==> src/rtl/ehl_bmp_pkg.sv <==
// ehl_bmp_pkg
// Shared constants for the BMP stream encoder: header geometry, fixed
// header field values, signature bytes, FSM state encoding, and a helper
// that picks one byte lane out of a little-endian 32-bit word.

package ehl_bmp_pkg;

    // Header geometry
    localparam logic [5:0]  HDR_LEN    = 6'd54;
    localparam logic [5:0]  HDR_LAST   = 6'd53;

    // Fixed header field values
    localparam logic [31:0] PIX_OFFSET = 32'd54;
    localparam logic [31:0] DIB_SIZE   = 32'd40;
    localparam logic [31:0] PPM        = 32'd3779;

    // Signature bytes
    localparam logic [7:0]  SIG_B      = 8'h42;
    localparam logic [7:0]  SIG_M      = 8'h4D;

    // Byte offsets of the header fields. Planes and bpp are two adjacent
    // 16-bit fields and are treated as one 32-bit word starting at
    // OFS_PLANES, so every field after the signature is 4 bytes wide.
    localparam logic [5:0]  OFS_FSIZE   = 6'd2;
    localparam logic [5:0]  OFS_RSVD    = 6'd6;
    localparam logic [5:0]  OFS_OFFBITS = 6'd10;
    localparam logic [5:0]  OFS_DIBSZ   = 6'd14;
    localparam logic [5:0]  OFS_WIDTH   = 6'd18;
    localparam logic [5:0]  OFS_HEIGHT  = 6'd22;
    localparam logic [5:0]  OFS_PLANES  = 6'd26;
    localparam logic [5:0]  OFS_COMPR   = 6'd30;
    localparam logic [5:0]  OFS_ISIZE   = 6'd34;
    localparam logic [5:0]  OFS_XPPM    = 6'd38;
    localparam logic [5:0]  OFS_YPPM    = 6'd42;
    localparam logic [5:0]  OFS_CLRUSED = 6'd46;

    // Encoder FSM states
    typedef enum logic [2:0] {
        IDLE,
        CALC,
        HDR,
        PIXW,
        PIXB,
        PAD
    } state_e;

    // Little-endian lane select: lane 0 is the least significant byte
    function automatic logic [7:0] byte_lane(input logic [31:0] word,
                                             input logic [1:0]  lane);
        logic [7:0] b;
        case (lane)
            2'd0:    b = word[7:0];
            2'd1:    b = word[15:8];
            2'd2:    b = word[23:16];
            default: b = word[31:24];
        endcase
        return b;
    endfunction

endpackage

==> src/rtl/ehl_bmp_hdr_mux.sv <==
// ehl_bmp_hdr_mux
// Combinational selection of one BMP header byte from the header index.
// Ports:
//   hdr_idx    in   6  header byte index 0..53
//   file_size  in  32  total file size in bytes
//   img_size   in  32  pixel array size in bytes (including row padding)
//   width      in  32  image width field
//   height     in  32  image height field (already negated for top-down)
//   bpp32      in   1  1: 32 bpp, 0: 24 bpp
//   hdr_byte   out  8  header byte at hdr_idx

module ehl_bmp_hdr_mux
    import ehl_bmp_pkg::*;
(
    input  logic [5:0]  hdr_idx,
    input  logic [31:0] file_size,
    input  logic [31:0] img_size,
    input  logic [31:0] width,
    input  logic [31:0] height,
    input  logic        bpp32,
    output logic [7:0]  hdr_byte
);

    logic [31:0] field;
    logic [1:0]  lane;

    // Pick the 32-bit field covering hdr_idx, then the byte within it.
    // Every field starts at an offset of 2 mod 4, so (idx - 2) mod 4,
    // which equals (idx + 2) mod 4, is the lane.
    always_comb begin
        lane  = hdr_idx[1:0] + 2'd2;
        field = '0;
        if (hdr_idx < OFS_RSVD)         field = file_size;
        else if (hdr_idx < OFS_OFFBITS) field = '0;
        else if (hdr_idx < OFS_DIBSZ)   field = PIX_OFFSET;
        else if (hdr_idx < OFS_WIDTH)   field = DIB_SIZE;
        else if (hdr_idx < OFS_HEIGHT)  field = width;
        else if (hdr_idx < OFS_PLANES)  field = height;
        else if (hdr_idx < OFS_COMPR)   field = {(bpp32 ? 16'd32 : 16'd24), 16'd1};
        else if (hdr_idx < OFS_ISIZE)   field = '0;
        else if (hdr_idx < OFS_XPPM)    field = img_size;
        else if (hdr_idx < OFS_YPPM)    field = PPM;
        else if (hdr_idx < OFS_CLRUSED) field = PPM;
        else                            field = '0;

        if (hdr_idx < OFS_FSIZE) hdr_byte = hdr_idx[0] ? SIG_M : SIG_B;
        else                     hdr_byte = byte_lane(field, lane);
    end

endmodule

==> src/rtl/ehl_bmp_stream_enc.sv <==
// ehl_bmp_stream_enc
// Turns a valid/ready pixel stream into a complete BMP file on a
// valid/ready byte stream: 54-byte header, then pixels in arrival order
// as B,G,R(,A) with zero padding to a 4-byte row stride.
// Ports:
//   clk, reset_n              clock, asynchronous active-low reset
//   start, x, y, bpp32,       begin a file; config sampled with start
//   top_down
//   busy, done, err           file in progress / end pulse / reject pulse
//   pix_valid, pix_ready,     pixel input channel
//   pix_r/g/b/a
//   byte_valid, byte_ready,   byte output channel, byte_last marks the
//   byte_data, byte_last      final byte of the file

module ehl_bmp_stream_enc
    import ehl_bmp_pkg::*;
#(
    parameter int XW = 12,
    parameter int YW = 12
) (
    input  logic          clk,
    input  logic          reset_n,
    input  logic          start,
    input  logic [XW-1:0] x,
    input  logic [YW-1:0] y,
    input  logic          bpp32,
    input  logic          top_down,
    output logic          busy,
    output logic          done,
    output logic          err,
    input  logic          pix_valid,
    output logic          pix_ready,
    input  logic [7:0]    pix_r,
    input  logic [7:0]    pix_g,
    input  logic [7:0]    pix_b,
    input  logic [7:0]    pix_a,
    output logic          byte_valid,
    input  logic          byte_ready,
    output logic [7:0]    byte_data,
    output logic          byte_last
);

    localparam logic [XW-1:0] X_ONE = XW'(1);
    localparam logic [YW-1:0] Y_ONE = YW'(1);

    state_e        state_q, state_d;
    logic [XW-1:0] x_q, x_d, col_q, col_d;
    logic [YW-1:0] y_q, y_d, row_q, row_d;
    logic          bpp32_q, bpp32_d, top_down_q, top_down_d;
    logic [31:0]   file_size_q, file_size_d, img_size_q, img_size_d;
    logic [1:0]    pad_q, pad_d, padi_q, padi_d, comp_q, comp_d;
    logic [5:0]    hdr_idx_q, hdr_idx_d;
    logic [31:0]   pix_q, pix_d;
    logic          done_q, done_d, err_q, err_d;

    logic [31:0]   x_ext, y_ext, stride, height_word;
    logic [7:0]    hdr_byte;
    logic          last_comp, row_end, last_row, pad_last;

    assign x_ext       = 32'(x_q);
    assign y_ext       = 32'(y_q);
    // 3x + (x mod 4) is always a multiple of 4, so it is the padded stride
    assign stride      = bpp32_q ? (x_ext << 2) : (x_ext * 32'd3 + {30'd0, x_ext[1:0]});
    assign height_word = top_down_q ? (32'd0 - y_ext) : y_ext;
    assign last_comp   = (comp_q == (bpp32_q ? 2'd3 : 2'd2));
    assign row_end     = (col_q == x_q - X_ONE);
    assign last_row    = (row_q == y_q - Y_ONE);
    assign pad_last    = (padi_q == pad_q - 2'd1);

    ehl_bmp_hdr_mux u_hdr_mux (
        .hdr_idx   (hdr_idx_q),
        .file_size (file_size_q),
        .img_size  (img_size_q),
        .width     (x_ext),
        .height    (height_word),
        .bpp32     (bpp32_q),
        .hdr_byte  (hdr_byte)
    );

    // State and datapath registers
    always_ff @(posedge clk or negedge reset_n) begin
        if (!reset_n) begin
            state_q     <= IDLE;
            x_q         <= '0;
            y_q         <= '0;
            col_q       <= '0;
            row_q       <= '0;
            bpp32_q     <= 1'b0;
            top_down_q  <= 1'b0;
            file_size_q <= '0;
            img_size_q  <= '0;
            pad_q       <= '0;
            padi_q      <= '0;
            comp_q      <= '0;
            hdr_idx_q   <= '0;
            pix_q       <= '0;
            done_q      <= 1'b0;
            err_q       <= 1'b0;
        end else begin
            state_q     <= state_d;
            x_q         <= x_d;
            y_q         <= y_d;
            col_q       <= col_d;
            row_q       <= row_d;
            bpp32_q     <= bpp32_d;
            top_down_q  <= top_down_d;
            file_size_q <= file_size_d;
            img_size_q  <= img_size_d;
            pad_q       <= pad_d;
            padi_q      <= padi_d;
            comp_q      <= comp_d;
            hdr_idx_q   <= hdr_idx_d;
            pix_q       <= pix_d;
            done_q      <= done_d;
            err_q       <= err_d;
        end
    end

    // Next-state and counter logic. In byte-emitting states byte_valid is
    // 1, so byte_ready alone marks a handshake.
    always_comb begin
        state_d     = state_q;
        x_d         = x_q;
        y_d         = y_q;
        col_d       = col_q;
        row_d       = row_q;
        bpp32_d     = bpp32_q;
        top_down_d  = top_down_q;
        file_size_d = file_size_q;
        img_size_d  = img_size_q;
        pad_d       = pad_q;
        padi_d      = padi_q;
        comp_d      = comp_q;
        hdr_idx_d   = hdr_idx_q;
        pix_d       = pix_q;
        done_d      = 1'b0;
        err_d       = 1'b0;
        case (state_q)
            IDLE: begin
                if (start) begin
                    if (x == '0 || y == '0) begin
                        err_d = 1'b1;
                    end else begin
                        x_d        = x;
                        y_d        = y;
                        bpp32_d    = bpp32;
                        top_down_d = top_down;
                        state_d    = CALC;
                    end
                end
            end
            CALC: begin
                img_size_d  = stride * y_ext;
                file_size_d = 32'(HDR_LEN) + stride * y_ext;
                pad_d       = bpp32_q ? 2'd0 : x_ext[1:0];
                hdr_idx_d   = '0;
                col_d       = '0;
                row_d       = '0;
                state_d     = HDR;
            end
            HDR: begin
                if (byte_ready) begin
                    if (hdr_idx_q == HDR_LAST) state_d = PIXW;
                    else                       hdr_idx_d = hdr_idx_q + 6'd1;
                end
            end
            PIXW: begin
                if (pix_valid) begin
                    pix_d   = {pix_a, pix_r, pix_g, pix_b};
                    comp_d  = '0;
                    state_d = PIXB;
                end
            end
            PIXB: begin
                if (byte_ready) begin
                    if (!last_comp) begin
                        comp_d = comp_q + 2'd1;
                    end else if (row_end && pad_q != 2'd0) begin
                        padi_d  = '0;
                        state_d = PAD;
                    end else if (row_end && last_row) begin
                        state_d = IDLE;
                        done_d  = 1'b1;
                    end else if (row_end) begin
                        col_d   = '0;
                        row_d   = row_q + Y_ONE;
                        state_d = PIXW;
                    end else begin
                        col_d   = col_q + X_ONE;
                        state_d = PIXW;
                    end
                end
            end
            PAD: begin
                if (byte_ready) begin
                    if (!pad_last) begin
                        padi_d = padi_q + 2'd1;
                    end else if (last_row) begin
                        state_d = IDLE;
                        done_d  = 1'b1;
                    end else begin
                        col_d   = '0;
                        row_d   = row_q + Y_ONE;
                        state_d = PIXW;
                    end
                end
            end
            default: state_d = IDLE;
        endcase
    end

    // Outputs depend only on registered state, so they hold while stalled
    always_comb begin
        busy       = (state_q != IDLE);
        pix_ready  = (state_q == PIXW);
        byte_valid = (state_q == HDR) || (state_q == PIXB) || (state_q == PAD);
        done       = done_q;
        err        = err_q;
        byte_data  = 8'd0;
        byte_last  = 1'b0;
        case (state_q)
            HDR:  byte_data = hdr_byte;
            PIXB: begin
                byte_data = byte_lane(pix_q, comp_q);
                byte_last = last_comp && row_end && last_row && (pad_q == 2'd0);
            end
            PAD:  byte_last = pad_last && last_row;
            default: byte_data = 8'd0;
        endcase
    end

endmodule
==> config.mk <==
export PLATFORM = sky130hd
export DESIGN_NAME = ehl_bmp_stream_enc
export DESIGN_NICKNAME = d
export VERILOG_FILES = /design/src/rtl/ehl_bmp_pkg.sv /design/src/rtl/ehl_bmp_hdr_mux.sv /design/src/rtl/ehl_bmp_stream_enc.sv
export SDC_FILE = /design/constraint.sdc
export NUM_CORES = 1
export LEC_CHECK = 0
export ABC_AREA = 1
export BUFFER_PORTS_ARGS = -buffer_cell sky130_fd_sc_hd__buf_2
export CAP_MARGIN = 10
export CORE_ASPECT_RATIO = 0.8
export CORE_UTILIZATION = 33
export CTS_CLUSTER_DIAMETER = 120
export DETAILED_ROUTE_END_ITERATION = 16
export HOLD_SLACK_MARGIN = 0.12
export PLACE_DENSITY_LB_ADDON = 0.25
export RECOVER_POWER = 50
export SKIP_CTS_REPAIR_TIMING = 1
export SLEW_MARGIN = 20
export SYNTH_ARGS = -nofsm -noshare
export SYNTH_HDL_FRONTEND = slang
export SYNTH_SLANG_ARGS = --single-unit
==> constraint.sdc <==
create_clock -name clk -period 18.4 [get_ports clk]
set_input_delay 0.92 -clock clk [delete_from_list [all_inputs] [get_ports clk]]
set_output_delay 0.92 -clock clk [all_outputs]
set_load 0.02 [all_outputs]
==> impl_metrics.py <==
metrics = {
    "place": {
        "dp_hpwl_um": 40400,
        "placement.io_buffers": 76,
        "final_estimated_routing_congestion_in_global_placement": 0.916,
    },
    "sta": {
        "max_slew.worst_pin.slew_ns": 3.24,
        "min_hold_slack_ns": 0.484,
        "final.period_utilization_pct": 46.0,
        "grt_setup_unrepaired": "no",
        "max_clock_freq_mhz": 118,
        "number_of_pins_exceeding_their_max_slew_limit_in_the_final_report": 248,
        "finalHoldViolations": 0,
        "fin_tns_setup_ns": 0,
        "slew_headroom_pct": -116,
        "finClkSkew_ns": 0.0140,
        "post-route-min-period_ns": 8.47,
        "finalSetupViolCount": 0,
    },
    "global_routing": {
        "grt_first_pass_wirelength_um": 81600,
        "grt_pass1_vias": 14700,
        "gr-usage-all-layers_pct": 21.0,
        "globalRouteOverflowTotal": 0,
        "grt_start_max_net_pins": 65,
        "initial_antenna_violation_count": 0,
    },
    "clocking": {
        "clk_root_buffer_cell": "sky130_fd_sc_hd__clkbuf_16",
        "numCtsBuffers": 17,
        "path_clk_slew_ns": 0.08,
        "htree_levels": 4,
        "clk-insertion-delay-late_ns": 0.46,
        "clock_tree.buffer_depth": 2,
        "cts.sinks": 152,
        "clock_tree_from_tritoncts": "built",
    },
    "finish": {
        "design.final.nets": 2617,
        "n_antenna_cell": 0,
        "regArea_mm2": 0.00380,
        "area_delta_synth_final_pct": 9.52,
        "multi_input_comb_area_mm2": 0.0107,
        "layout.filler_cells": 5150,
        "final_layout_size_suffix_gt1_share_pct": 8.51,
    },
    "floorplan": {
        "io_pins": 77,
        "floorplan.initialDensity_pct": 33.5,
        "number_of_standard_cell_rows_in_the_floorplan": 72,
        "dieHeight_um": 200,
        "design.die.area_mm2": 0.0499,
        "fp.coreArea_mm2": 0.0484,
        "die_w_um": 250,
    },
    "route": {
        "final_wirelength_um": 50700,
        "dr.first_iter.drc_count": 1165,
        "via_count": 14900,
        "post_drt_wl_per_cell_um": 17.1,
        "via_per_inst": 5.03,
        "detail_route.first_pass.iterations": 6,
        "antenna_violating_nets_post_route": 0,
        "drt_drc_violations_left": 0,
    },
    "synthesis": {
        "post_synth_instance_area_mm2": 0.0162,
        "yosysUniqueCellTypes": 57,
        "synth_sequential_area_ratio_pct": 23.5,
        "syn-num-nets": 2579,
        "synth_cells": 2287,
        "synth_largest_area_cell": "sky130_fd_sc_hd__dfrtp_1",
        "synth.area.top_cells": "sky130_fd_sc_hd__dfrtp_1, sky130_fd_sc_hd__nand2_1, sky130_fd_sc_hd__fa_1, sky130_fd_sc_hd__ha_1, sky130_fd_sc_hd__inv_1",
        "synth.avg_cell_area_um2": 7.08,
        "warning_count_from_the_yosys_run": 0,
        "ys_seq_elements": 152,
        "yosys.area.top_type_share_pct": 23.5,
    },
    "critical_path": {
        "timing.critical_path.depth": 34,
        "worst_ep_arrival_time_ns": 8.82,
        "reg2reg_from": "x_q[0]",
        "worst_r2r_endpoint": "file_size_q[25]",
        "worstSetupPathType": "flop to flop",
        "setup.worst_path.end_class": "flop",
        "critical_path.max_fanout": 9,
        "setup.worst_path.start_class": "flop",
        "crit_path_max_incr_delay_ns": 0.70,
        "timing.critical_path.to": "file_size_q[25]",
        "worstPathBufferInverterCount": 6,
        "worst-endpoint-required_ns": 18.75,
        "critPathLaunch": "x_q[0]",
        "critical-path-slowest-cell": "sky130_fd_sc_hd__dfrtp_1",
        "rr_worst_depth": 34,
        "crit_family": "adder cells",
        "r2r_setup_slack_ns": 9.93,
        "path_common_cell": "sky130_fd_sc_hd__nand2_1",
    },
    "run": {
        "drv.max_cap_violation_count": 5,
    },
    "hold_path": {
        "hp-class": "flop to flop",
    },
    "status": {
        "result_of_the_run": "finished with violations",
        "violations": "capacitance limit, slew limit",
    },
}
==> worst min-delay path: stages, from the launching register on <==
cell and delay, ns:
sky130_fd_sc_hd__dfrtp_1 0.34, sky130_fd_sc_hd__nand2_1 0.05, sky130_fd_sc_hd__o21ai_0 0.06
==> layer usage <==
layer  up-vias  part of all wire [%]  global-route usage, %
li1       7316                     -                      -
met1      7119                    49                   30.4
met2       467                    42                   31.5
met3        36                   7.9                   5.32
met4         0                   1.1                   3.86
met5         -                     0                      0
==> sequential cells by signal, summed over array words and instances, names as in the netlist, 6 cells and up <==
| register | flops |
|---|---|
| x_q | 12 |
| hdr_idx_q | 6 |
| pix_q | 32 |
| y_q | 12 |
| file_size_q | 27 |
| col_q | 12 |
| img_size_q | 26 |
| row_q | 12 |
==> logic make-up (layout without fill, tap and decap cells) <==
family | Yosys count | after routing | synth area share (%)
flip-flops | 152 | 152 | 23.5
adder cells (fa/ha/maj) | 229 | 229 | 22.8
AO/OA/AOI/OAI | 294 | 294 | 10.1
multiplexers | 33 | 33 | 2.30
AND/OR/NAND/NOR | 1117 | 1117 | 29.2
XOR/XNOR | 30 | 30 | 1.75
buffers and inverters | 432 | 483 | 10.3
==> worst min-delay path by stage <==
| stage | start | end | slack, ns | cells past startpoint |
|---|---|---|---|---|
| 2_1_floorplan | img_size_q[7] | img_size_q[7] | 0.44 | 2 |
| 4_1_cts | reset_n | y_q[4] | 0.39 | 1 |
| 3_5_place_dp | img_size_q[11] | img_size_q[11] | 0.47 | 2 |
| 5_1_grt | img_size_q[5] | img_size_q[5] | 0.51 | 2 |
| 3_3_place_gp | img_size_q[1] | img_size_q[1] | 0.47 | 2 |
| 6_report | img_size_q[11] | img_size_q[11] | 0.48 | 2 |
==> cells in the final DEF, fill, tap and decap left out, types with 9 or more instances in the layout <==
master / instances
sky130_fd_sc_hd__a21oi_1: 114
sky130_fd_sc_hd__a31oi_1: 12
sky130_fd_sc_hd__buf_2: 73
sky130_fd_sc_hd__clkbuf_16: 17
sky130_fd_sc_hd__dfrtp_1: 152
sky130_fd_sc_hd__fa_1: 111
sky130_fd_sc_hd__ha_1: 118
sky130_fd_sc_hd__inv_1: 352
sky130_fd_sc_hd__inv_2: 9
sky130_fd_sc_hd__mux2_2: 33
sky130_fd_sc_hd__nand2_1: 648
sky130_fd_sc_hd__nand3_1: 135
sky130_fd_sc_hd__nand3b_1: 13
sky130_fd_sc_hd__nand4_1: 38
sky130_fd_sc_hd__nor2_1: 219
sky130_fd_sc_hd__nor2_2: 9
sky130_fd_sc_hd__nor3_1: 20
sky130_fd_sc_hd__o211ai_1: 12
sky130_fd_sc_hd__o21a_1: 9
sky130_fd_sc_hd__o21ai_0: 102
sky130_fd_sc_hd__o21ai_1: 13
sky130_fd_sc_hd__o21ai_2: 9
sky130_fd_sc_hd__xor2_1: 22
==> synthesized netlist by cell type, drive strengths merged <==
cell type  count
nand2        654
inv          361
nor2         232
dfrtp        152
nand3        140
o21ai        124
ha           118
a21oi        115
fa           111
clkbuf        45
nand4         38
mux2          33
buf           23
xor2          23
nor3          22
nand3b        13
a31oi         12
o211ai        12
o21a           9
or2            8
nor4           6
xnor2          6
o22ai          4
a21boi         3
clkinv         3
o31ai          3
a211oi         2
a41oi          2
and2           2
nor3b          2
o21bai         2
a21o           1
a221oi         1
a22oi          1
a2bb2oi        1
o2111ai        1
o221ai         1
xnor3          1
==> through the flow <==
step | utilization, % | instances | area, um2 | setup slack, ns
after floorplan | - | 2287 | 16200 | 11.56
after detailed placement | 35.5 | 2935 | 17200 | 10.09
after global placement | 35.5 | 2935 | 17200 | 10.07
after global routing | 36.6 | 2967 | 17700 | 9.37
final | 36.6 | 2967 | 17700 | 9.93
after CTS | 36.7 | 2967 | 17800 | 10.03
==> cell type report <==
type / count / area share [%]
clock buffer: 17 / 2.40
clock inverter: 15 / 1.00
inverter: 364 / 7.71
multi-input combinational: 1703 / 60.5
sequential: 152 / 21.5
tap: 629 / 4.44
timing repair buffer: 87 / 2.51
Power is not shown: default switching activity piles up to over one toggle a cycle in this logic, so the estimate is an artifact.
